$ cat src/rtl/deparser_pkg.sv
// Shared bus widths, header sentinel and FSM encoding for the deparser write-back stage.
package deparser_pkg;

    localparam int unsigned WORD_WIDTH  = 32;
    localparam int unsigned NUM_HEADERS = 2;
    localparam int unsigned ADDR_BUS    = 32;
    localparam int unsigned DATA_BUS    = 32;
    localparam int unsigned IDX_W       = 8;

    localparam logic [WORD_WIDTH-1:0] NO_HEADER = 32'hFFFF_FFFF;

    typedef enum logic [1:0] {
        StFree    = 2'd0,
        StWriting = 2'd1,
        StDone    = 2'd2
    } dp_state_e;

    function automatic logic [3:0] word_width(input logic [IDX_W-1:0] remaining);
        return (remaining >= 8'd4) ? 4'd4 : remaining[3:0];
    endfunction

endpackage

$ cat src/rtl/hdr_word_slicer.sv
// Picks up to four bytes of the current header and left-aligns them into one write word.
module hdr_word_slicer
    import deparser_pkg::*;
#(
    parameter int unsigned HDR0_LEN  = 14,
    parameter int unsigned HDR1_LEN  = 20,
    parameter int unsigned HDR_BYTES = HDR0_LEN + HDR1_LEN
) (
    input  logic [8*HDR_BYTES-1:0] hdr_data,
    input  logic                   hdr_id,
    input  logic [IDX_W-1:0]       byte_idx,
    output logic [DATA_BUS-1:0]    word,
    output logic [3:0]             width,
    output logic                   last
);

    localparam logic [IDX_W-1:0] LEN0 = IDX_W'(HDR0_LEN);
    localparam logic [IDX_W-1:0] LEN1 = IDX_W'(HDR1_LEN);

    logic [IDX_W-1:0] base;
    logic [IDX_W-1:0] len;
    logic [IDX_W-1:0] remaining;
    int unsigned      pos;

    always_comb begin
        base      = hdr_id ? LEN0 : '0;
        len       = hdr_id ? LEN1 : LEN0;
        remaining = len - byte_idx;
        width     = word_width(remaining);
        last      = (remaining <= 8'd4);
        word      = '0;
        pos       = 0;
        for (int b = 0; b < 4; b++) begin
            pos = 32'(base) + 32'(byte_idx) + 32'(b);
            // Byte 0 of the flattened vector sits in the MSB byte.
            if ((4'(b) < width) && (pos < HDR_BYTES)) begin
                word[DATA_BUS-1-8*b -: 8] = hdr_data[8*(HDR_BYTES-1-pos) +: 8];
            end
        end
    end

endmodule

$ cat src/rtl/deparser.sv
// Writes latched header bytes back to packet memory at the parser's offsets, one word per cycle.
module deparser
    import deparser_pkg::*;
#(
    parameter int unsigned HDR0_LEN  = 14,
    parameter int unsigned HDR1_LEN  = 20,
    parameter int unsigned HDR_BYTES = HDR0_LEN + HDR1_LEN
) (
    input  logic                              clk,
    input  logic                              rst,
    input  logic                              start_i,
    input  logic [WORD_WIDTH*NUM_HEADERS-1:0] parsed_hdrs_i,
    input  logic [8*HDR_BYTES-1:0]            hdr_data_i,
    output logic                              mem_ce_o,
    output logic                              mem_we_o,
    output logic [ADDR_BUS-1:0]               mem_addr_o,
    output logic [3:0]                        mem_width_o,
    output logic [DATA_BUS-1:0]               mem_data_o,
    input  logic [DATA_BUS-1:0]               mem_data_i,
    output logic                              deparse_done_o
);

    dp_state_e                         state_q, state_d;
    logic                              hdr_id_q, hdr_id_d;
    logic [IDX_W-1:0]                  byte_idx_q, byte_idx_d;
    logic [WORD_WIDTH*NUM_HEADERS-1:0] offs_q, offs_d;
    logic [8*HDR_BYTES-1:0]            data_q, data_d;
    logic                              done_q, done_d;

    logic [DATA_BUS-1:0] slice_word;
    logic [3:0]          slice_width;
    logic                slice_last;
    logic [ADDR_BUS-1:0] cur_off;
    logic                in_present0, in_present1, present1;
    logic                unused_mem_data;

    assign unused_mem_data = ^mem_data_i;

    assign in_present0 = parsed_hdrs_i[2*WORD_WIDTH-1:WORD_WIDTH] != NO_HEADER;
    assign in_present1 = parsed_hdrs_i[WORD_WIDTH-1:0] != NO_HEADER;
    assign present1    = offs_q[WORD_WIDTH-1:0] != NO_HEADER;
    assign cur_off     = hdr_id_q ? offs_q[WORD_WIDTH-1:0] : offs_q[2*WORD_WIDTH-1:WORD_WIDTH];

    hdr_word_slicer #(
        .HDR0_LEN (HDR0_LEN),
        .HDR1_LEN (HDR1_LEN),
        .HDR_BYTES(HDR_BYTES)
    ) u_slicer (
        .hdr_data(data_q),
        .hdr_id  (hdr_id_q),
        .byte_idx(byte_idx_q),
        .word    (slice_word),
        .width   (slice_width),
        .last    (slice_last)
    );

    always_ff @(posedge clk or posedge rst) begin
        if (rst) begin
            state_q    <= StFree;
            hdr_id_q   <= 1'b0;
            byte_idx_q <= '0;
            offs_q     <= {NUM_HEADERS{NO_HEADER}};
            data_q     <= '0;
            done_q     <= 1'b0;
        end else begin
            state_q    <= state_d;
            hdr_id_q   <= hdr_id_d;
            byte_idx_q <= byte_idx_d;
            offs_q     <= offs_d;
            data_q     <= data_d;
            done_q     <= done_d;
        end
    end

    always_comb begin
        state_d        = state_q;
        hdr_id_d       = hdr_id_q;
        byte_idx_d     = byte_idx_q;
        offs_d         = offs_q;
        data_d         = data_q;
        done_d         = done_q;
        mem_ce_o       = 1'b0;
        mem_we_o       = 1'b0;
        mem_addr_o     = '0;
        mem_width_o    = '0;
        mem_data_o     = '0;
        deparse_done_o = done_q;

        case (state_q)
            StFree: begin
                if (start_i) begin
                    offs_d     = parsed_hdrs_i;
                    data_d     = hdr_data_i;
                    done_d     = 1'b0;
                    byte_idx_d = '0;
                    // Header selection uses the live inputs; the latched copy lands this edge.
                    if (in_present0) begin
                        hdr_id_d = 1'b0;
                        state_d  = StWriting;
                    end else if (in_present1) begin
                        hdr_id_d = 1'b1;
                        state_d  = StWriting;
                    end else begin
                        done_d  = 1'b1;
                        state_d = StDone;
                    end
                end
            end
            StWriting: begin
                mem_ce_o    = 1'b1;
                mem_we_o    = 1'b1;
                mem_addr_o  = cur_off + ADDR_BUS'(byte_idx_q);
                mem_width_o = slice_width;
                mem_data_o  = slice_word;
                if (slice_last) begin
                    if (!hdr_id_q && present1) begin
                        hdr_id_d   = 1'b1;
                        byte_idx_d = '0;
                    end else begin
                        done_d  = 1'b1;
                        state_d = StDone;
                    end
                end else begin
                    byte_idx_d = byte_idx_q + IDX_W'(4);
                end
            end
            StDone: begin
                if (!start_i) begin
                    state_d = StFree;
                end
            end
            default: state_d = StFree;
        endcase
    end

endmodule

$ cat config.mk
export PLATFORM = sky130hd
export DESIGN_NAME = deparser
export DESIGN_NICKNAME = d
export VERILOG_FILES = /design/src/rtl/deparser_pkg.sv /design/src/rtl/hdr_word_slicer.sv /design/src/rtl/deparser.sv
export SDC_FILE = /design/constraint.sdc
export NUM_CORES = 1
export LEC_CHECK = 0
export CAP_MARGIN = 20
export CORE_ASPECT_RATIO = 1.5
export CORE_MARGIN = 2
export CORE_UTILIZATION = 48
export DETAILED_ROUTE_END_ITERATION = 8
export HOLD_SLACK_MARGIN = 0.12
export PLACE_DENSITY = 0.74
export SYNTH_ARGS = -nofsm -noshare
export SYNTH_HDL_FRONTEND = slang
export SYNTH_HIERARCHICAL = 1
export SYNTH_SLANG_ARGS = --single-unit
export TNS_END_PERCENT = 50
$ cat constraint.sdc
create_clock -name clk -period 19.37 [get_ports clk]
set_input_delay 5.811 -clock clk [delete_from_list [all_inputs] [get_ports clk]]
set_output_delay 5.811 -clock clk [all_outputs]
set_load 0.02 [all_outputs]
==> summary.md <==
| Metric | Value |
|---|---|
| Status | complete, no violations |
| Max-Cap Viols | 0 |
| Antenna Nets Post-Route | 0 |
| Post-synth EDFFs | 0 |
| Crit. End Element | output port |
| Post-synthesis register bit count | 346 |
| Num rows | 103 |
| Total Routing Usage GR | 33.8% |
| Starting DRC count in detailed routing | 2042 |
| R2R Path Start | hdr_id_q |
| Clock Sinks | between 300 and 400 |
| Period minus WS final | 12.64 ns |
| Slew margin rel. | 26.4% |
| Setup slack at placement | 7.33 ns |
| WHS Endpoint | offs_q[37] |
| Fmax | 79.1 MHz |
| Slew @ Worst Pin | 1.10 ns |
| Worst Setup Start Kind | register |
| Yosys top cell by area | dfrtp_1 |
| Reg2Reg Depth | 9 |
| Clk_lat worst skew | about 0.56 ns |
| Fillers | between 4000 and 5000 |
| Initial Utilization | 48.4% |
| Die height | between 200 and 300 um |
| Seq/Total Area, Yosys | 34.5% |
| CTS tree | yes |
| Count of buffers from port buffering | 407 |
| Post-CTS Setup Repair Bufs | 0 |
| Via density | 6.25 |
| DR pass1 iterations | 5 |
| Final HPWL from detailed placement | roughly 70000 um |
| Largest net degree at the start of global routing | 275 |
| Yosys cell types | slightly below 90 |
| Layout cells sized above 1 | 18.0% |
| Min-delay worst type | register to register |
| Core area | 0.0523 sq mm |
| Ports | 442 |
| H-tree lvl count | 2 |
| Synth Instances | 2523 |
| Post-CTS sizing | 0 |
| Async S/R FF share, synth | 100% |
| Hold Buf Count CTS | 0 |
| Synth-to-Final Area Change | 22.4% |
| Initial antenna violation count | 8 |
| DRC | 0 |
| Die area | around 0.055 sq mm |
| Post-Syn Area | 0.0253 sq mm |
| Top post-synthesis cells by area | dfrtp_1 28%, mux4_2 26%, nand2_1 16% |
| Final setup viols | 0 |
| DRT Wirelength | 91500 um |
| Synth top area share | 27.9% |
| Vias in the first global route | between 20000 and 25000 |
| Longest Clk Path Bufs | 3 |
| Clk slew on worst S/H paths | approximately 0.060 ns |
| Hold Path Depth | 2 |
| Fin Setup TNS | 0 ns |
| Hold_sp | offs_q[37] |
| Max Slew Vio Count | 0 |
| Reg2Reg Setup Slack | 15.39 ns |
| Main synth FF type | dfrtp_1 |
| Count of warnings emitted by yosys | 6 |
| Routed via count | 22000 |
| Clock root cell | clkbuf_16 |
| Critical path class | register to output port |
| Critical path peak fanout | 76 |
| Req. time, crit path | roughly 14 ns |
| Clock Skews | 0.0280 ns |
| Final core utilization | 59.2% |
| Gr ovfl total | 0 |
| Nets@finish | 3214 |
| CP Data Arrival Time | 6.83 ns |
| Fin. Hold Viols | 0 |
| Unrepaired setup endpoints after global routing | no |
| Syn_area_per_cell | between 10 and 15 sq um |
| Final GP Congestion | 0.955 |
| Chip width | 191 um |
| Reg2reg end | byte_idx_q[2] |
| Final period util | 65.3% |
| WL/cell | 25.9 um |
| Number of buffers created by CTS | 38 |
| First-pass GRT wire length | 137000 um |
| Final worst setup slack | 6.73 ns |
-- kinds of logic (layout without fill, tap and decap cells) --
group	after synthesis	in the layout	share of synthesized area, %
DFF	346	346	34.5
buffers and inverters	200	517	3.63
xor gates and xnor gates	44	44	1.74
AOI/OAI and AO/OA	177	177	5.37
adders and majority gates	26	26	1.37
other	2	9	0.0297
muxes	408	408	31.5
and+or+nand+nor	1320	1320	21.8
-- sequential cells by signal, summed over array words and instances (netlist names) --
register,count
byte_idx_q,6
data_q,272
deparse_done_o,1
hdr_id_q,1
offs_q,64
state_q,2
-- cells in the mapped netlist (all sizes together) (35+ instances only) --
| cell type | n |
|---|---|
| a21oi | 35 |
| mux2i | 74 |
| mux4 | 304 |
| dfrtp | 282 |
| buf | 72 |
| dfstp | 64 |
| and2 | 43 |
| nand4 | 39 |
| clkbuf | 111 |
| nand2 | 1064 |
| nand3 | 42 |
| nor2 | 50 |
-- stage by stage --
step / hold slack, ns / cells / area [sq um]
2_1_floorplan: 0.438 / 2529 / 25300
3_3_place_gp: 0.447 / 3456 / 29700
3_5_place_dp: 0.448 / 3457 / 29700
4_1_cts: 0.461 / 3526 / 31000
5_1_grt: 0.481 / 3528 / 31000
6_report: 0.461 / 3529 / 31000
-- placed cells by master, fill, tap and decap left out, types with 8 or more instances in the layout --
| cell | n |
|---|---|
| nand3_1 | 39 |
| clkbuf_16 | 39 |
| dfstp_2 | 64 |
| o31ai_1 | 14 |
| and2_1 | 43 |
| xor2_1 | 8 |
| nand4_1 | 39 |
| mux4_2 | 293 |
| nand2_1 | 1064 |
| ha_1 | 20 |
| clkbuf_8 | 9 |
| conb_1 | 8 |
| dfrtp_1 | 281 |
| xnor2_1 | 29 |
| o21ai_0 | 11 |
| mux2i_1 | 73 |
| a211oi_1 | 11 |
| buf_4 | 21 |
| a21oi_1 | 32 |
| nand3b_1 | 19 |
| nor3_1 | 13 |
| a22o_1 | 21 |
| nor2_1 | 50 |
| inv_1 | 15 |
| clkdlybuf4s50_1 | 407 |
| mux2_2 | 30 |
| mux4_1 | 11 |
-- cell type report --
cell class | instances | area (sq um) | share of cell area (%)
tap | 682 | 853 | 2.75
sequential | 346 | 8740 | 28.2
antenna | 1 | 2.50 | 0.00808
multi-input combinational | 1983 | 15700 | 50.8
inverter | 17 | 71.3 | 0.230
timing repair buffer | 431 | 4280 | 13.8
clock inverter | 19 | 195 | 0.630
clock buffer | 50 | 1110 | 3.57
-- worst max-delay path: stages, from the launching register on --
cell	delay, ns
dfrtp_2	0.77
inv_1	0.27
ha_4	1.01
inv_1	0.26
ha_1	0.29
nand2b_1	0.27
nand2_1	0.20
ha_4	0.47
buf_4	0.75
mux4_2	0.45
mux2i_1	0.09
a22o_1	0.25
o31ai_1	0.24
and2_1	0.24
clkdlybuf4s50_1	0.65
-- metal layers --
layer	wire, um	track usage [%]	part of all wire (%)	vias to the layer above
li1	-	-	-	9613
met1	31200	38.7	34	10900
met2	44800	56.7	49	1214
met3	7510	6.29	8.2	306
met4	7910	24.2	8.6	10
met5	61	0	0.067	-
-- worst max-delay path by stage --
stage                         from            end  slack [ns]  cells after the start
after floorplan                rst  byte_idx_q[2]        4.07                      1
after global placement    hdr_id_q  mem_data_o[2]        7.48                     14
after detailed placement  hdr_id_q  mem_data_o[2]        7.33                     14
after CTS                 hdr_id_q  mem_data_o[2]        6.72                     14
after global routing      hdr_id_q  mem_data_o[2]        6.31                     14
final                     hdr_id_q  mem_data_o[2]        6.73                     14
Power is left out: the tool's default activity adds up to more than one toggle a clock period on the data nets, which glitch-free logic cannot reach.
